[config.mk]
export PLATFORM = sky130hd
export DESIGN_NAME = subleq_mem_arbiter_flat
export DESIGN_NICKNAME = d
export VERILOG_FILES = /design/src/rtl/subleq_mem_arbiter_if.sv /design/src/rtl/subleq_mem_arbiter.sv /design/src/flat_wrapper.sv
export SDC_FILE = /design/constraint.sdc
export NUM_CORES = 1
export LEC_CHECK = 0
export ABC_CLOCK_PERIOD_IN_PS = 2300
export BUFFER_PORTS_ARGS = -buffer_cell sky130_fd_sc_hd__clkbuf_2
export CORE_MARGIN = 4
export CORE_UTILIZATION = 36
export CTS_BUF_LIST = sky130_fd_sc_hd__clkbuf_8
export DETAILED_ROUTE_END_ITERATION = 8
export PLACE_DENSITY = 0.94
export SETUP_SLACK_MARGIN = 0.3
export SLEW_MARGIN = 20
export SYNTH_ARGS = -nofsm -noshare
export SYNTH_HDL_FRONTEND = slang
export SYNTH_SLANG_ARGS = --single-unit
export TNS_END_PERCENT = 1
[constraint.sdc]
create_clock -name clk -period 2.3 [get_ports clk]
set_clock_uncertainty 0.2 [all_clocks]
set_input_delay 0.115 -clock clk [delete_from_list [all_inputs] [get_ports clk]]
set_output_delay 0.115 -clock clk [all_outputs]
set_load 0.005 [all_outputs]
[src/rtl/subleq_mem_arbiter_if.sv]
// Bus bundle between the SUBLEQ CPU datapath, the debug/loader port,
// the memory arbiter and the single-port memory macro.
interface subleq_mem_arbiter_if #(
   parameter int ADDR_W = 8,
   parameter int DATA_W = 8
);
   // CPU datapath side
   logic              cpu_req;
   logic              cpu_we;
   logic [ADDR_W-1:0] cpu_addr;
   logic [DATA_W-1:0] cpu_wdata;
   logic              cpu_lock;
   logic              cpu_gnt;
   logic              cpu_rvalid;
   logic [DATA_W-1:0] cpu_rdata;

   // Debug/loader side
   logic              dbg_req;
   logic              dbg_we;
   logic [ADDR_W-1:0] dbg_addr;
   logic [DATA_W-1:0] dbg_wdata;
   logic              dbg_gnt;
   logic              dbg_rvalid;
   logic [DATA_W-1:0] dbg_rdata;

   // Watchdog status
   logic              lock_err;

   // Memory macro side
   logic              mem_en;
   logic              mem_we;
   logic [ADDR_W-1:0] mem_addr;
   logic [DATA_W-1:0] mem_wdata;
   logic [DATA_W-1:0] mem_rdata;

   // Arbiter view: requests come in, grants and memory controls go out
   modport slave (
      input  cpu_req, cpu_we, cpu_addr, cpu_wdata, cpu_lock,
      output cpu_gnt, cpu_rvalid, cpu_rdata,
      input  dbg_req, dbg_we, dbg_addr, dbg_wdata,
      output dbg_gnt, dbg_rvalid, dbg_rdata,
      output lock_err,
      output mem_en, mem_we, mem_addr, mem_wdata,
      input  mem_rdata
   );

   // Environment view: requesters and memory macro
   modport master (
      output cpu_req, cpu_we, cpu_addr, cpu_wdata, cpu_lock,
      input  cpu_gnt, cpu_rvalid, cpu_rdata,
      output dbg_req, dbg_we, dbg_addr, dbg_wdata,
      input  dbg_gnt, dbg_rvalid, dbg_rdata,
      input  lock_err,
      input  mem_en, mem_we, mem_addr, mem_wdata,
      output mem_rdata
   );
endinterface

[src/rtl/subleq_mem_arbiter.sv]
// Round-robin arbiter sharing the single-port SUBLEQ memory between the
// CPU datapath and the debug/loader port. The CPU may lock ownership to
// keep a read-modify-write of mem[b] atomic; a watchdog breaks a lock
// that holds the debug port off for LOCK_MAX cycles.
module subleq_mem_arbiter #(
   parameter int ADDR_W   = 8,
   parameter int DATA_W   = 8,
   parameter int LOCK_MAX = 16
) (
   input  logic                 clk,
   input  logic                 rst,
   subleq_mem_arbiter_if.slave  bus
);

   localparam int CNT_W = (LOCK_MAX > 2) ? $clog2(LOCK_MAX) : 1;
   localparam logic [CNT_W-1:0] CNT_LAST = CNT_W'(LOCK_MAX - 1);
   localparam logic [CNT_W-1:0] CNT_ONE  = CNT_W'(1);

   typedef enum logic [1:0] {
      OWN_NONE = 2'd0,
      OWN_CPU  = 2'd1,
      OWN_DBG  = 2'd2
   } owner_e;

   // State
   logic             r_locked;
   logic [CNT_W-1:0] r_lock_cnt;
   logic             r_last_cpu;    // 1: CPU won last, 0: debug won last
   owner_e           r_rd_owner;
   logic             r_lock_err;

   // Next-state and combinational outputs
   logic             w_locked_nxt;
   logic [CNT_W-1:0] w_lock_cnt_nxt;
   logic             w_last_cpu_nxt;
   owner_e           w_rd_owner_nxt;
   logic             w_cpu_gnt;
   logic             w_dbg_gnt;
   logic             w_wd_expire;
   logic             w_mem_we;
   logic [ADDR_W-1:0] w_mem_addr;
   logic [DATA_W-1:0] w_mem_wdata;

   assign w_wd_expire = r_locked && (r_lock_cnt == CNT_LAST);

   // State register: lock, watchdog counter, round-robin pointer, read owner
   always_ff @(posedge clk or negedge rst) begin
      if (!rst) begin
         r_locked   <= 1'b0;
         r_lock_cnt <= '0;
         r_last_cpu <= 1'b0;
         r_rd_owner <= OWN_NONE;
         r_lock_err <= 1'b0;
      end else begin
         r_locked   <= w_locked_nxt;
         r_lock_cnt <= w_lock_cnt_nxt;
         r_last_cpu <= w_last_cpu_nxt;
         r_rd_owner <= w_rd_owner_nxt;
         r_lock_err <= w_wd_expire;
      end
   end

   // Grant decision: lock excludes debug, lone requester wins, else round-robin
   always_comb begin
      w_cpu_gnt = 1'b0;
      w_dbg_gnt = 1'b0;
      if (r_locked) begin
         w_cpu_gnt = bus.cpu_req;
      end else if (bus.cpu_req && bus.dbg_req) begin
         w_cpu_gnt = ~r_last_cpu;
         w_dbg_gnt = r_last_cpu;
      end else begin
         w_cpu_gnt = bus.cpu_req;
         w_dbg_gnt = bus.dbg_req;
      end
   end

   // Next state: watchdog expiry overrides any lock request in the same cycle
   always_comb begin
      w_locked_nxt   = r_locked;
      w_lock_cnt_nxt = r_lock_cnt;
      w_last_cpu_nxt = r_last_cpu;
      if (w_wd_expire) begin
         w_locked_nxt   = 1'b0;
         w_lock_cnt_nxt = '0;
         w_last_cpu_nxt = 1'b1;      // debug port wins the next conflict
      end else begin
         if (w_cpu_gnt) begin
            w_locked_nxt   = bus.cpu_lock;
            w_last_cpu_nxt = 1'b1;
         end else if (w_dbg_gnt) begin
            w_last_cpu_nxt = 1'b0;
         end else begin
            w_last_cpu_nxt = r_last_cpu;
         end
         if (r_locked) begin
            w_lock_cnt_nxt = r_lock_cnt + CNT_ONE;
         end else begin
            w_lock_cnt_nxt = '0;
         end
      end

      if (w_cpu_gnt && !bus.cpu_we) begin
         w_rd_owner_nxt = OWN_CPU;
      end else if (w_dbg_gnt && !bus.dbg_we) begin
         w_rd_owner_nxt = OWN_DBG;
      end else begin
         w_rd_owner_nxt = OWN_NONE;
      end
   end

   // Memory port mux: the granted requester drives the macro this cycle
   always_comb begin
      w_mem_we    = 1'b0;
      w_mem_addr  = '0;
      w_mem_wdata = '0;
      if (w_cpu_gnt) begin
         w_mem_we    = bus.cpu_we;
         w_mem_addr  = bus.cpu_addr;
         w_mem_wdata = bus.cpu_wdata;
      end else if (w_dbg_gnt) begin
         w_mem_we    = bus.dbg_we;
         w_mem_addr  = bus.dbg_addr;
         w_mem_wdata = bus.dbg_wdata;
      end else begin
         w_mem_we    = 1'b0;
         w_mem_addr  = '0;
         w_mem_wdata = '0;
      end
   end

   assign bus.cpu_gnt    = w_cpu_gnt;
   assign bus.dbg_gnt    = w_dbg_gnt;
   assign bus.mem_en     = w_cpu_gnt | w_dbg_gnt;
   assign bus.mem_we     = w_mem_we;
   assign bus.mem_addr   = w_mem_addr;
   assign bus.mem_wdata  = w_mem_wdata;
   assign bus.cpu_rvalid = (r_rd_owner == OWN_CPU);
   assign bus.dbg_rvalid = (r_rd_owner == OWN_DBG);
   assign bus.cpu_rdata  = bus.mem_rdata;
   assign bus.dbg_rdata  = bus.mem_rdata;
   assign bus.lock_err   = r_lock_err;

endmodule

[src/flat_wrapper.sv]
// flat-port wrapper written by rule: the top's interface ports become plain ports
module subleq_mem_arbiter_flat 
#(
   parameter int ADDR_W   = 8,
   parameter int DATA_W   = 8,
   parameter int LOCK_MAX = 16
)
  (clk, rst, bus_cpu_req, bus_cpu_we, bus_cpu_addr, bus_cpu_wdata, bus_cpu_lock, bus_cpu_gnt, bus_cpu_rvalid, bus_cpu_rdata, bus_dbg_req, bus_dbg_we, bus_dbg_addr, bus_dbg_wdata, bus_dbg_gnt, bus_dbg_rvalid, bus_dbg_rdata, bus_lock_err, bus_mem_en, bus_mem_we, bus_mem_addr, bus_mem_wdata, bus_mem_rdata);
  subleq_mem_arbiter_if #(.ADDR_W(ADDR_W), .DATA_W(DATA_W)) bus_i ();
  input  logic clk;
  input  logic rst;
  input wire logic [$bits(bus_i.cpu_req)-1:0] bus_cpu_req;
  input wire logic [$bits(bus_i.cpu_we)-1:0] bus_cpu_we;
  input wire logic [$bits(bus_i.cpu_addr)-1:0] bus_cpu_addr;
  input wire logic [$bits(bus_i.cpu_wdata)-1:0] bus_cpu_wdata;
  input wire logic [$bits(bus_i.cpu_lock)-1:0] bus_cpu_lock;
  output wire logic [$bits(bus_i.cpu_gnt)-1:0] bus_cpu_gnt;
  output wire logic [$bits(bus_i.cpu_rvalid)-1:0] bus_cpu_rvalid;
  output wire logic [$bits(bus_i.cpu_rdata)-1:0] bus_cpu_rdata;
  input wire logic [$bits(bus_i.dbg_req)-1:0] bus_dbg_req;
  input wire logic [$bits(bus_i.dbg_we)-1:0] bus_dbg_we;
  input wire logic [$bits(bus_i.dbg_addr)-1:0] bus_dbg_addr;
  input wire logic [$bits(bus_i.dbg_wdata)-1:0] bus_dbg_wdata;
  output wire logic [$bits(bus_i.dbg_gnt)-1:0] bus_dbg_gnt;
  output wire logic [$bits(bus_i.dbg_rvalid)-1:0] bus_dbg_rvalid;
  output wire logic [$bits(bus_i.dbg_rdata)-1:0] bus_dbg_rdata;
  output wire logic [$bits(bus_i.lock_err)-1:0] bus_lock_err;
  output wire logic [$bits(bus_i.mem_en)-1:0] bus_mem_en;
  output wire logic [$bits(bus_i.mem_we)-1:0] bus_mem_we;
  output wire logic [$bits(bus_i.mem_addr)-1:0] bus_mem_addr;
  output wire logic [$bits(bus_i.mem_wdata)-1:0] bus_mem_wdata;
  input wire logic [$bits(bus_i.mem_rdata)-1:0] bus_mem_rdata;
  assign bus_i.cpu_req = bus_cpu_req;
  assign bus_i.cpu_we = bus_cpu_we;
  assign bus_i.cpu_addr = bus_cpu_addr;
  assign bus_i.cpu_wdata = bus_cpu_wdata;
  assign bus_i.cpu_lock = bus_cpu_lock;
  assign bus_cpu_gnt = bus_i.cpu_gnt;
  assign bus_cpu_rvalid = bus_i.cpu_rvalid;
  assign bus_cpu_rdata = bus_i.cpu_rdata;
  assign bus_i.dbg_req = bus_dbg_req;
  assign bus_i.dbg_we = bus_dbg_we;
  assign bus_i.dbg_addr = bus_dbg_addr;
  assign bus_i.dbg_wdata = bus_dbg_wdata;
  assign bus_dbg_gnt = bus_i.dbg_gnt;
  assign bus_dbg_rvalid = bus_i.dbg_rvalid;
  assign bus_dbg_rdata = bus_i.dbg_rdata;
  assign bus_lock_err = bus_i.lock_err;
  assign bus_mem_en = bus_i.mem_en;
  assign bus_mem_we = bus_i.mem_we;
  assign bus_mem_addr = bus_i.mem_addr;
  assign bus_mem_wdata = bus_i.mem_wdata;
  assign bus_i.mem_rdata = bus_mem_rdata;
  subleq_mem_arbiter #(.ADDR_W(ADDR_W), .DATA_W(DATA_W), .LOCK_MAX(LOCK_MAX)) u_core (.clk(clk), .rst(rst), .bus(bus_i));
endmodule
==> out/metrics.yaml, run 1 <==
status: "completed"
routedWlPerCell_microns: 13.3
synthMuxAreaShare_pct: 0
drive_gt1_share_pct: 54.3
first_global_vias: 753
layout_common_cells: "clkbuf_2, a22o_1, dfrtp_1"
path_clk_slew_ps: 40
synth-xor-area-share_pct: 1.20
r2r-start: "u_core.r_locked"
cp-end-kind: "output port"
post-route-period-util_pct: 78.7
gp_congestion: 0.841
fp.dieH_microns: 53.0
die_area_sq_mm: 0.00281
ys_ff_latch: 9
multiInputGateArea_sq_um: 339
hold_path.class: "input pin to output port"
setup_viol: 0
syn_nets: 124
grt_overflow: 0
synth_area_sq_um: 729
ios: 86
yosys_warnings: 0
worst_r2r_endpoint: "u_core.r_rd_owner[1]"
num_rows: 16
vdd_drop_max_v: 0.000241
crit_type: "flip-flop to output port"
seq_area_frac_synth_pct: 30.9
synth.distinct_cells: 21
grt_setup_unrepaired: "false"
cts_tree: "yes"
whs_endpoint: "bus_cpu_rdata[3]"
vias_per_cell: 4.84
synth_top_family_by_area: "compound AO/OA/AOI/OAI gates"
slew_headroom_pct: 84.8
ant_nets: 0
clock_sinks: 9
syn_inst: 76
nNetsFinal: 176
clk_latency_ps: 230
port_buffers: 61
gr-max-usage-layer: "met2"
synth_compound_area_share_pct: 26.8
critPathMaxFanout: 18
reg2reg_slack_ps: 920
use_met3_pct: 5.35
maxSlewViolCount: 0
drtPass1Iterations: 4
grt_pass1_wl_microns: 3060
grt_antenna_before_repair: 0
grtUsageTotal_pct: 14.9
placed_area_sq_um: 915
maxCapViolCount: 0
crit_required_ps: 1990
start_kind: "flip-flop"
die_w_microns: 53.0
power_density_mw_per_mm2: 548
clockBufferDepth: 2
fillers: 189
worst_slew_pin_slew_ps: 228
fmax_mhz: 553
layout.cells.most_common: "clkbuf_2"
syn_to_final_growth_pct: 39.8
core_area_sq_mm: 0.00194
drt-initial-drc-count: 9
h-tree-depth: 1
fin_setup_tns_ps: 0
hold_depth: 0
use_met2_pct: 25.6
cts_resized: 0
ff_latch_area_sq_um: 225
fin_crit_ps: 1810
numCtsBuffers: 3
hpwl_microns: 1760
use_met1_pct: 15.1
postLayoutCellArea_sq_mm: 0.00102
min_from: "bus_mem_rdata[3]"
synth-simple-area-share_pct: 16.8
start_util_pct: 37.6
hold_viol: 0
totalWireLength_microns: 2050
synth_fa_ha_area_share_pct: 1.72
worstRegToRegCells: 4
drc: 0
crit_arrival_ps: 1490
antenna-diode-count: 0
p_leak_uw: 0.000587
grt_max_degree: 20
syn_area_per_cell_sq_um: 9.60
vias: 745
cts-root-buf: "clkbuf_8"
through the flow:
| step | total power [uW] | utilization (%) | setup slack (ps) | hold WS [ps] | instances |
|---|---|---|---|---|---|
| after CTS | 559 | 51.5 | 303 | 30.1 | 153 |
| after detailed placement | 368 | 47.1 | 576 | -216 | 145 |
| after global routing | 598 | 52.5 | 384 | 30.0 | 154 |
| after global placement | 360 | 47.1 | 653 | -229 | 145 |
| final | 559 | 52.5 | 491 | 30.0 | 154 |
| after floorplan | 308 | - | 796 | -381 | 76 |
registers in the layout, indices dropped and copies added (netlist names):
signal and flops:
u_core.r_locked 1, u_core.bus.lock_err 1, u_core.r_last_cpu 1, u_core.r_rd_owner 2
u_core.r_lock_cnt 4
worst max-delay path, stage by stage, from the launching register on:
cell and delay, ps:
dfrtp_1 410, and2b_1 240, a21boi_4 200, buf_12 150
a22o_1 140, clkbuf_2 110
per-layer routing:
metal  routed length (microns)  vias to the layer above  share of wire, %
li1                          -                      358                 -
met1                       720                      337                35
met2                      1100                       44                54
met3                       183                        6               8.9
met4                        43                        0               2.1
met5                         0                        -                 0
final cells by class:
class | count | area share, %
Multi-Input combinational cell | 45 | 33.3
Tap cell | 27 | 3.31
Clock buffer | 3 | 4.05
Timing Repair Buffer | 66 | 35.8
Inverter | 3 | 1.10
Clock inverter | 1 | 0.368
Sequential cell | 9 | 22.1
cell families (layout without fill, tap and decap cells):
kind of cell    after synthesis  after routing
fa+ha+maj                     1              1
buf+inv                      22             73
simple gates                 19             19
compound gates               24             24
xor+xnor                      1              1
flops                         9              9
worst max-delay path by stage:
stage                     from               end  cells past startpoint
3_5_place_dp   u_core.r_locked  bus_mem_wdata[1]                      4
4_1_cts        u_core.r_locked  bus_mem_wdata[1]                      4
2_1_floorplan  u_core.r_locked   bus_mem_addr[0]                      5
3_3_place_gp   u_core.r_locked  bus_mem_wdata[4]                      4
5_1_grt        u_core.r_locked  bus_mem_wdata[1]                      5
6_report       u_core.r_locked  bus_mem_wdata[1]                      5
cells in the mapped netlist, drive strengths merged:
master  instances  share of area, %
ha              1               1.7
a21oi           2               1.4
nand2           2               1.0
nand4b          1               1.2
a21boi          1               2.6
and2b           2               2.1
and3            1              0.86
and2            1               1.2
a31oi           1              0.86
inv             3               1.5
o21ai           4               2.7
dfrtp           9                31
buf            19                21
nand3           2               1.4
a22o           16                19
nand3b          1               2.7
nor2b           4               3.4
or2             1              0.86
xnor2           1               1.2
nor2            4               2.1
what timing repair did:
item,in CTS,in global routing
endpoints found under the hold margin,12,0
hold buffers,4,0
buffers inserted,0,1
endpoints found under the setup margin,0,16
power breakdown:
| part | internal (uW) | leakage (uW) | switching [uW] |
|---|---|---|---|
| clock | 116 | 0.0000269 | 64.2 |
| sequential | 172 | 0.000118 | 13.2 |
| combinational | 110 | 0.000442 | 84.0 |
| total | 398 | 0.000587 | 161 |
No activity file was read; power rests on OpenSTA's default activity.
==> inputs of run 2 (changes only) <==
ABC_CLOCK_PERIOD_IN_PS = 1700   (was 2300)
CORE_UTILIZATION = 34   (was 36)
PLACE_DENSITY = 0.9   (was 0.94)
clock period = 1.7 ns   (was 2.3 ns; I/O delays follow)
==> run 2 against run 1 <==
Compared with the run above:
- the run now ends with setup timing left
- worst hold slack better by 9.0 ps
- first-iteration DRC count grew 78%
- highest routed layer unchanged
- utilization increased by 7.7 points
- register-to-register slack lost 770 ps
- cell count increased by 10%
- global-route usage up 2.6 points
- critical endpoint is now bus_mem_wdata[4]
- cell area grew 18%
- critical path depth rose by 1
- clock power is 33% higher
==> out/metrics.yaml, run 2 (synthesis results as in run 1) <==
num_rows: 16
drtPass1Iterations: 4
vias: 859
crit_type: "flip-flop to output port"
critPathMaxFanout: 9
ant_nets: 0
die_area_sq_mm: 0.00295
crit_arrival_ps: 1530
port_buffers: 61
fmax_mhz: 552
ios: 86
maxSlewViolCount: 0
vias_per_cell: 5.05
multiInputGateArea_sq_um: 364
path_clk_slew_ps: 40
setup_ws_ps: -110
start_kind: "flip-flop"
layout.cells.most_common: "clkbuf_2"
cts_tree: "yes"
dpl_worst_slack_ps: 140
post-route-period-util_pct: 106
finalNonFillerCells: 170
drive_gt1_share_pct: 56.6
layout_common_cells: "clkbuf_2, a22o_1, dlygate4sd3_1"
grt_antenna_before_repair: 0
drc: 0
crit_required_ps: 1410
gp_congestion: 0.799
clockBufferDepth: 2
grtUsageTotal_pct: 17.6
largest_reg_flops: 4
fin_hold_ws_ps: 39.0
hold_path.class: "input pin to flip-flop"
cp-end-kind: "output port"
ff_latch_area_sq_um: 225
cts-root-buf: "clkbuf_8"
fillers: 169
clock_sinks: 9
top_regs: "u_core.r_lock_cnt (4), u_core.r_rd_owner (2)"
first_global_vias: 871
grt_pass1_wl_microns: 3640
totalWireLength_microns: 2650
hpwl_microns: 1790
drt-initial-drc-count: 16
core_area_sq_mm: 0.00200
syn_to_final_growth_pct: 65.2
nNetsFinal: 192
fp.dieH_microns: 54.3
antenna-diode-count: 0
clk_latency_ps: 230
vdd_drop_max_v: 0.000694
p_total_uw: 838
worst_slew_pin_slew_ps: 230
slew_headroom_pct: 84.6
start_util_pct: 36.4
p_leak_uw: 0.000671
regMostFlops: "u_core.r_lock_cnt"
grt_max_degree: 11
fin_setup_tns_ps: -1560
numCtsBuffers: 3
die_w_microns: 54.3
fin_crit_ps: 1810
grt_overflow: 0
status: "finished with violations"
power_density_mw_per_mm2: 696
routedWlPerCell_microns: 15.6
grt_setup_unrepaired: "true"
dp.cells: 146
h-tree-depth: 1
setup_viol: 17
maxCapViolCount: 0
violations: "setup timing"
hold_viol: 0
-- run 2: changes by cell type in the layout (fill, tap and decap cells not counted), moves of 2 or more --
cell / delta
clkbuf_2: -7
buf_6: +2
dlygate4sd3_1: +8
buf_2: +7
buf_4: +4
-- run 2: metal layers --
layer	GRT usage [%]	share of wire (%)	vias up
met2	31.7	47	83
met5	0	0	-
li1	-	-	392
met4	9.54	2.5	0
met3	6.81	16	8
met1	17.0	34	376
-- run 2: cell type report --
cell class              count  area share, %
clock buffers               3           3.43
clock inverters             1          0.312
inverters                   3          0.935
multi-input cells          46           30.2
flip-flops and latches      9           18.7
well taps                  27           2.80
repair buffers             81           43.6
-- run 2: final timing paths --
check	startpoint	depth (start not counted)	to	slack, ps
worst max-delay path	u_core.r_locked	6	bus_mem_wdata[4]	-110
max in group asynchronous	rst	2	u_core.r_last_cpu	1060
worst max register to register	u_core.r_locked	6	u_core.r_rd_owner[1]	150
worst min register to register	u_core.r_lock_cnt[0]	1	u_core.r_lock_cnt[0]	340
worst min-delay path	bus_dbg_req	4	u_core.r_last_cpu	40
min in group asynchronous	rst	2	u_core.r_lock_cnt[3]	50
-- run 2: where the power goes --
part	total (uW)	switching, uW	internal, uW
clock	240	82.5	157
combinational	349	146	203
sequential	249	17.1	232
-- run 2: through the flow --
step                utilization (%)  cell area (sq um)
finish                         60.2               1200
global route                   60.2               1200
CTS                            58.6               1170
detailed placement             46.7                935
global placement               46.7                935
floorplan                         -                729
-- run 2: critical path: stages (launching register included) --
cell	delay (ps)
dfrtp_1	380
and2b_1	230
a21boi_4	210
buf_6	120
buf_12	110
a22o_1	130
clkbuf_2	110
-- run 2: repair_timing --
action / CTS / global route
buffers inserted: 4 / 2
gates cloned: 2 / 0
pin swaps: 2 / 2
gates resized for setup: 5 / 12
setup endpoints to repair: 21 / 22
hold buffers: 12 / 0
hold endpoints to repair: 28 / 0
